--- src/rtl/parser_pkg.sv ---
// Shared types and limits for the parser front-end.
package parser_pkg;

  typedef enum logic [1:0] {
    IDLE,
    STREAM,
    WAIT_META
  } arb_state_t;

  localparam int MAX_PARSER_PORTS = 16;

endpackage

--- src/rtl/rr_arbiter.sv ---
// Combinational round-robin picker: first requester at or after ptr, wrapping.
module rr_arbiter #(
  parameter int N  = 4,
  parameter int PW = (N > 1) ? $clog2(N) : 1
) (
  input  logic [N-1:0]  req,
  input  logic [PW-1:0] ptr,
  output logic [PW-1:0] gnt_idx,
  output logic          gnt_any
);

  logic [N-1:0]  rot;
  logic [PW-1:0] src;
  int            off;

  // Rotate so ptr sits at bit 0, take the lowest set bit, then rotate back.
  always_comb begin
    rot = '0;
    src = '0;
    off = 0;
    for (int i = 0; i < N; i++) begin
      src    = PW'((i + int'(ptr)) % N);
      rot[i] = req[src];
    end
    for (int i = N - 1; i >= 0; i--) begin
      if (rot[i]) off = i;
    end
    gnt_idx = PW'((off + int'(ptr)) % N);
    gnt_any = |req;
  end

endmodule

--- src/rtl/parser_port_arbiter.sv ---
// Shares one packet parser between several AXI-Stream ports, one whole packet
// at a time, and tags each metadata result with the port it came from.
module parser_port_arbiter
  import parser_pkg::*;
#(
  parameter int NUM_PORTS    = 4,
  parameter int DATA_W       = 64,
  parameter int META_TIMEOUT = 255
) (
  input  logic                          aclk,
  input  logic                          areset,
  input  logic [NUM_PORTS*DATA_W-1:0]   s_axis_tdata,
  input  logic [NUM_PORTS-1:0]          s_axis_tvalid,
  input  logic [NUM_PORTS-1:0]          s_axis_tlast,
  output logic [NUM_PORTS-1:0]          s_axis_tready,
  output logic [DATA_W-1:0]             m_axis_tdata,
  output logic                          m_axis_tvalid,
  output logic                          m_axis_tlast,
  input  logic                          m_axis_tready,
  input  logic                          parser_meta_valid,
  output logic                          out_meta_valid,
  output logic [$clog2(NUM_PORTS)-1:0]  out_meta_port,
  output logic                          timeout_err,
  output logic                          busy
);

  localparam int PW = $clog2(NUM_PORTS);
  localparam int TW = $clog2(META_TIMEOUT + 1);
  localparam logic [TW-1:0] TIMER_LAST = TW'(META_TIMEOUT - 1);

  arb_state_t    state;
  logic [PW-1:0] grant;
  logic [PW-1:0] rr_ptr;
  logic [PW-1:0] next_ptr;
  logic [PW-1:0] win_idx;
  logic          win_any;
  logic          meta_seen;
  logic          meta_tag;
  logic          beat;
  logic [TW-1:0] timer;

  rr_arbiter #(.N(NUM_PORTS), .PW(PW)) u_rr (
    .req     (s_axis_tvalid),
    .ptr     (rr_ptr),
    .gnt_idx (win_idx),
    .gnt_any (win_any)
  );

  // Only the granted port is connected through, and only while streaming.
  always_comb begin
    m_axis_tdata  = '0;
    m_axis_tvalid = 1'b0;
    m_axis_tlast  = 1'b0;
    s_axis_tready = '0;
    if (state == STREAM) begin
      m_axis_tdata         = s_axis_tdata[grant*DATA_W +: DATA_W];
      m_axis_tvalid        = s_axis_tvalid[grant];
      m_axis_tlast         = s_axis_tlast[grant];
      s_axis_tready[grant] = m_axis_tready;
    end
  end

  assign beat     = m_axis_tvalid & m_axis_tready;
  assign meta_tag = parser_meta_valid & ~meta_seen & (state != IDLE);
  assign next_ptr = (grant == PW'(NUM_PORTS - 1)) ? '0 : grant + 1'b1;
  assign busy     = (state != IDLE);

  // Pointer moves only when a packet completes, so no requester starves.
  always_ff @(posedge aclk or posedge areset) begin
    if (areset) begin
      state          <= IDLE;
      grant          <= '0;
      rr_ptr         <= '0;
      meta_seen      <= 1'b0;
      timer          <= '0;
      out_meta_valid <= 1'b0;
      out_meta_port  <= '0;
      timeout_err    <= 1'b0;
    end else begin
      out_meta_valid <= meta_tag;
      timeout_err    <= 1'b0;
      if (meta_tag) begin
        out_meta_port <= grant;
        meta_seen     <= 1'b1;
      end
      case (state)
        IDLE: begin
          if (win_any) begin
            grant     <= win_idx;
            meta_seen <= 1'b0;
            state     <= STREAM;
          end
        end
        STREAM: begin
          if (beat && m_axis_tlast) begin
            rr_ptr <= next_ptr;
            timer  <= '0;
            state  <= (meta_seen || parser_meta_valid) ? IDLE : WAIT_META;
          end
        end
        WAIT_META: begin
          // A late metadata pulse takes priority over the timeout.
          if (parser_meta_valid) begin
            state <= IDLE;
          end else if (timer == TIMER_LAST) begin
            timeout_err <= 1'b1;
            state       <= IDLE;
          end else if (timer != '1) begin
            timer <= timer + 1'b1;
          end
        end
        default: state <= IDLE;
      endcase
    end
  end

endmodule

--- config.mk ---
export PLATFORM = sky130hd
export DESIGN_NAME = parser_port_arbiter
export DESIGN_NICKNAME = d
export VERILOG_FILES = /design/src/rtl/parser_pkg.sv /design/src/rtl/rr_arbiter.sv /design/src/rtl/parser_port_arbiter.sv
export SDC_FILE = /design/constraint.sdc
export NUM_CORES = 1
export LEC_CHECK = 0
export BUFFER_PORTS_ARGS = -buffer_cell sky130_fd_sc_hd__buf_2
export CORE_AREA = 2 2 133 135
export CTS_BUF_LIST = sky130_fd_sc_hd__clkbuf_8 sky130_fd_sc_hd__clkbuf_16
export CTS_CLUSTER_SIZE = 40
export DETAILED_ROUTE_END_ITERATION = 10
export DIE_AREA = 0 0 135 137
export PLACE_DENSITY_LB_ADDON = 0.15
export SYNTH_ARGS = -nofsm -noshare
export SYNTH_HDL_FRONTEND = slang
export SYNTH_SLANG_ARGS = --single-unit
--- constraint.sdc ---
create_clock -name aclk -period 1.8 [get_ports aclk]
set_input_delay 0.18 -clock aclk [delete_from_list [all_inputs] [get_ports aclk]]
set_output_delay 0.18 -clock aclk [all_outputs]
set_load 0.005 [all_outputs]
==> results by stage <==
Run status:
- The flow ran to the end, but the final reports show violations.
- The final reports fail on negative setup slack.

Place:
- The HPWL after detailed placement is ~14000 µm.
- Input and output buffers added on the ports amount to 342.
- The number of placed instances, taps included, is 843.
- The congestion estimate from routability-driven global placement came to 0.8497.
- The minimum setup slack after placement is -0.1358 ns.
- The area of placed instances is 5338 µm².

Pwr:
- Of the total power, the share spent switching nets is 0.3504.
- In this run the static leakage power is 2.938 nW.
- The clock group share of total power is 0.057.
- Of the total power, combinational logic draws 0.862.
- The internal cell power is 5.369 mW.
- The power density over cell area is 1373 nW/µm².
- The share of power burned in registers is 0.082.
- The switching power summed over all nets is 2.896 mW.
- The maximum vdd ir drop is 0.5948 mV.

Synthesis:
- The synthesized netlist net count is between 500 and 600.
- For this run, asynchronously set or reset flops after synthesis account for 1.000.
- In this run, synthesis inferred 0 flip-flops with an integrated enable.
- The total of warnings raised by yosys is 0.
- Counting every instance in the synthesized netlist gives 275.
- The register bit count reported by yosys is 19.
- The part of the Yosys area used for sequential elements is 0.1503.
- Averaged over all synthesized cells, the footprint is 11.50 µm².
- The count of different cell masters after synthesis is 40.
- The most used flip-flop cell after synthesis is sky130_fd_sc_hd__dfrtp_1.
- The synthesized netlist occupies a cell area of about 3200 µm².

Setup path:
- The critical path starts at grant[0].
- Walking the worst path, the cells encountered are buf_12 -> buf_12 -> mux4_2 -> and2_4 -> buf_6.
- By startpoint and endpoint, the worst setup path is classified as register to output pin.
- Along the worst path, the maximum fanout reaches 8.
- The reg-to-reg startpoint is rr_ptr[0].
- The top cell family by delay on the critical path is multiplexers.
- The arrival time at the worst endpoint is 1.83 ns.
- The logic depth of the worst register-to-register path is 6.
- STA puts the critical path data required time at 1.62 ns.
- The slowest stage of the critical path belongs to the cell sky130_fd_sc_hd__mux4_2.
- The destination of the critical timing path is m_axis_tdata[10].
- The worst flop-to-flop path endpoint is grant[1].
- STA classifies the critical path endpoint as an output pin.
- The worst setup path is launched from a register.
- The cell occurring most often along the worst timing path is sky130_fd_sc_hd__buf_12.
- The worst register-to-register path has a setup slack of -0.12 ns.
- The combined buffer and inverter count along the critical path is 3.
- In this run the number of cells on the critical path is 5.
- For this run, the slowest stage of the critical path takes approximately 0.53 ns.

Detailed routing:
- The first TritonRoute pass finished after 4 iterations.
- After detailed routing, the average wire length per cell comes to 18.95 µm.
- The post-route antenna net violation count is 0.
- The via count is 3873.
- For this run, design rule violations remaining after detail routing come to 0.
- The total detailed-routing wirelength is 16240 µm.
- The first routing iteration left 144 violations.
- The via-per-instance ratio is 4.519.

Hold path:
- The depth of the worst hold-timing path is 3.
- The worst min-delay path category is primary input to register.

STA:
- The max-slew headroom at the worst pin is 0.7508.
- At the pin with the least slew margin, the transition time is about 0.37 ns.
- Once routing completed, OpenROAD measured the worst setup slack at -0.2094 ns.
- The worst-case clock skew is 0.002258 ns.
- The max-slew violation count was 0.
- Setup repair after global routing could not meet its margin everywhere.
- Dividing the final minimum period by the clock period gives 1.116.
- The number of failing hold endpoints at the final stage is 0.
- For the finished layout, the period the worst path requires is around 2.0 ns.
- The number of setup violations in the final report is 69.
- Static timing analysis puts the maximum clock frequency at 497.7 MHz.

Job:
- The tool flagged a number of max-cap violations equal to 0.

Finish:
- Summing all flip-flop and latch instances after layout gives 480.5 µm².
- The fraction of layout cells with a size suffix above 1 is 0.8082.
- The area overhead of the layout relative to synthesis is 90.31%.
- The number of fillers in the final layout is 1785.
- The final cell area excluding filler cells is 6020 µm².
- Once layout is complete, the utilization of the core stands at 0.3529.
- The final layout net count is 907.
- The count of placed standard cells in the final layout, fillers left out is 857.
- In the final layout, the multi-input gates occupy 2695 µm².

Global route:
- The initial antenna violation count is 3.
- The number of global-route vias before repair came to between 3000 and 4000.
- The first global-routing pass estimated around 22000 µm of wire.
- In the global route stage, overall resource usage came out at 0.1511.
- Entering global routing, the biggest net connects 39 pins.
- The total congestion overflow is 0.

Clock network:
- In this run the number of H-tree levels came out at 1.
- The clock sink total is 19.
- The buffer levels on the longest clock path is 2.
- The number of CTS-inserted buffers is 3.
- The clock latency reported for the late side of the worst-skew pair is 0.25 ns.
- The cell at the root of the clock tree is sky130_fd_sc_hd__clkbuf_16.
- The clock tree from TritonCTS is yes.
- Clock-pin slew was measured on the worst setup and hold paths at ~0.06 ns.

Die:
- The initial utilization of the core area, before any placement, comes to 0.1854.
- The total number of placement rows is 48.
- The total area inside the core boundary comes to roughly 17000 µm².
- During I/O placement, the number of pins put on the boundary was 343.
- The die covers roughly 18000 µm².
- The floorplan step set the die width to 135 µm.
- From bottom edge to top edge, the die measures 137 µm.
==> synthesized netlist by cell type, types with 3 or more instances <==
library cell / count / area [µm²]
sky130_fd_sc_hd__and2_1: 67 / 419.2
sky130_fd_sc_hd__mux4_2: 66 / 1486
sky130_fd_sc_hd__dfrtp_1: 19 / 475.5
sky130_fd_sc_hd__nor2_1: 17 / 63.81
sky130_fd_sc_hd__clkbuf_1: 15 / 56.30
sky130_fd_sc_hd__nand2_1: 10 / 37.54
sky130_fd_sc_hd__buf_2: 9 / 45.04
sky130_fd_sc_hd__inv_1: 8 / 30.03
sky130_fd_sc_hd__ha_1: 7 / 87.58
sky130_fd_sc_hd__nand3_1: 6 / 30.03
sky130_fd_sc_hd__xor2_1: 6 / 52.55
sky130_fd_sc_hd__and3_1: 4 / 25.02
sky130_fd_sc_hd__o2111ai_1: 4 / 35.03
sky130_fd_sc_hd__mux2_2: 3 / 33.78
sky130_fd_sc_hd__nand4_1: 3 / 18.77
==> layer usage <==
layer  GRT usage  part of all wire  up-vias
met5           0           0.00080        -
met4     0.02720             0.016        2
li1            -                 -     1777
met2      0.2775              0.53      174
met1      0.1867              0.38     1900
met3     0.02704             0.074       20
==> cell type report <==
cell class              count  share of cell area
inverters                   8            0.005820
repair buffers            380              0.4057
flip-flops and latches     19             0.07982
clock buffers               3             0.01247
diodes                      1           0.0004157
clock inverters             1            0.001247
well taps                 225             0.04677
multi-input cells         220              0.4477
==> what timing repair did <==
item	in CTS	in global routing
pin swaps	3	5
setup buffers	1	3
setup endpoints to repair	66	74
gates resized for setup	14	90
cloned	0	4
hold buffers	1	0
hold endpoints to repair	19	0
==> power by group through the flow <==
stage / Combinational, mW / Sequential, mW / Clock (mW)
finish: 7.12 / 0.675 / 0.470
global route: 7.65 / 0.698 / 0.512
CTS: 5.73 / 0.679 / 0.488
detailed placement: 5.49 / 0.684 / 0
global placement: 5.46 / 0.680 / 0
floorplan: 3.43 / 0.606 / 0
==> cell usage in the layout, fill, tap and decap left out, drive strengths merged, types with 3 or more instances in the layout <==
cell,n
nand4,3
xor2,6
clkbuf,6
and3,4
nor2,17
inv,8
nand2,10
dfrtp,19
ha,7
nand3,6
mux4,66
buf,376
and2,67
o2111ai,4
mux2,5
==> flip-flops by register name, summed over array words and instances (netlist names) <==
signal,count
meta_seen,1
grant,2
out_meta_valid,1
timeout_err,1
state,2
timer,8
out_meta_port,2
rr_ptr,2
==> worst register-to-register path: stages, from the launching register on <==
cell,delay [ns]
sky130_fd_sc_hd__dfrtp_1,0.43
sky130_fd_sc_hd__or4_4,0.49
sky130_fd_sc_hd__o2111ai_2,0.08
sky130_fd_sc_hd__ha_2,0.20
sky130_fd_sc_hd__xnor2_1,0.07
sky130_fd_sc_hd__or4_1,0.50
sky130_fd_sc_hd__nand3_1,0.09
==> worst min-delay path by stage <==
stage / start / to / slack, ns
CTS: parser_meta_valid / meta_seen / 0.23
detailed placement: areset / rr_ptr[0] / 0.03
finish: parser_meta_valid / meta_seen / 0.24
floorplan: areset / grant[0] / 0.13
global placement: areset / rr_ptr[0] / 0.03
global route: parser_meta_valid / meta_seen / 0.26
==> stage by stage <==
step / power, mW / setup TNS (ns) / hold slack, ns
after floorplan: 4.038 / -0.1969 / 0.1311
after global placement: 6.142 / -0.1129 / 0.02642
after detailed placement: 6.174 / -0.1358 / 0.02826
after CTS: 6.893 / -12.34 / 0.2323
after global routing: 8.863 / -14.69 / 0.2611
final: 8.266 / -10.86 / 0.2353
==> cells by family (layout without fill, tap and decap cells) <==
logic type	count (synthesis)	count (layout)	synth area share
compound gates	16	16	0.04233
xor+xnor	7	7	0.01938
fa+ha+maj	7	7	0.02769
buf+inv	36	392	0.05340
flops	19	19	0.1503
mux	71	71	0.4901
other cells	0	1	0
simple gates	119	119	0.2168
Power figures use the tool's default switching activity.
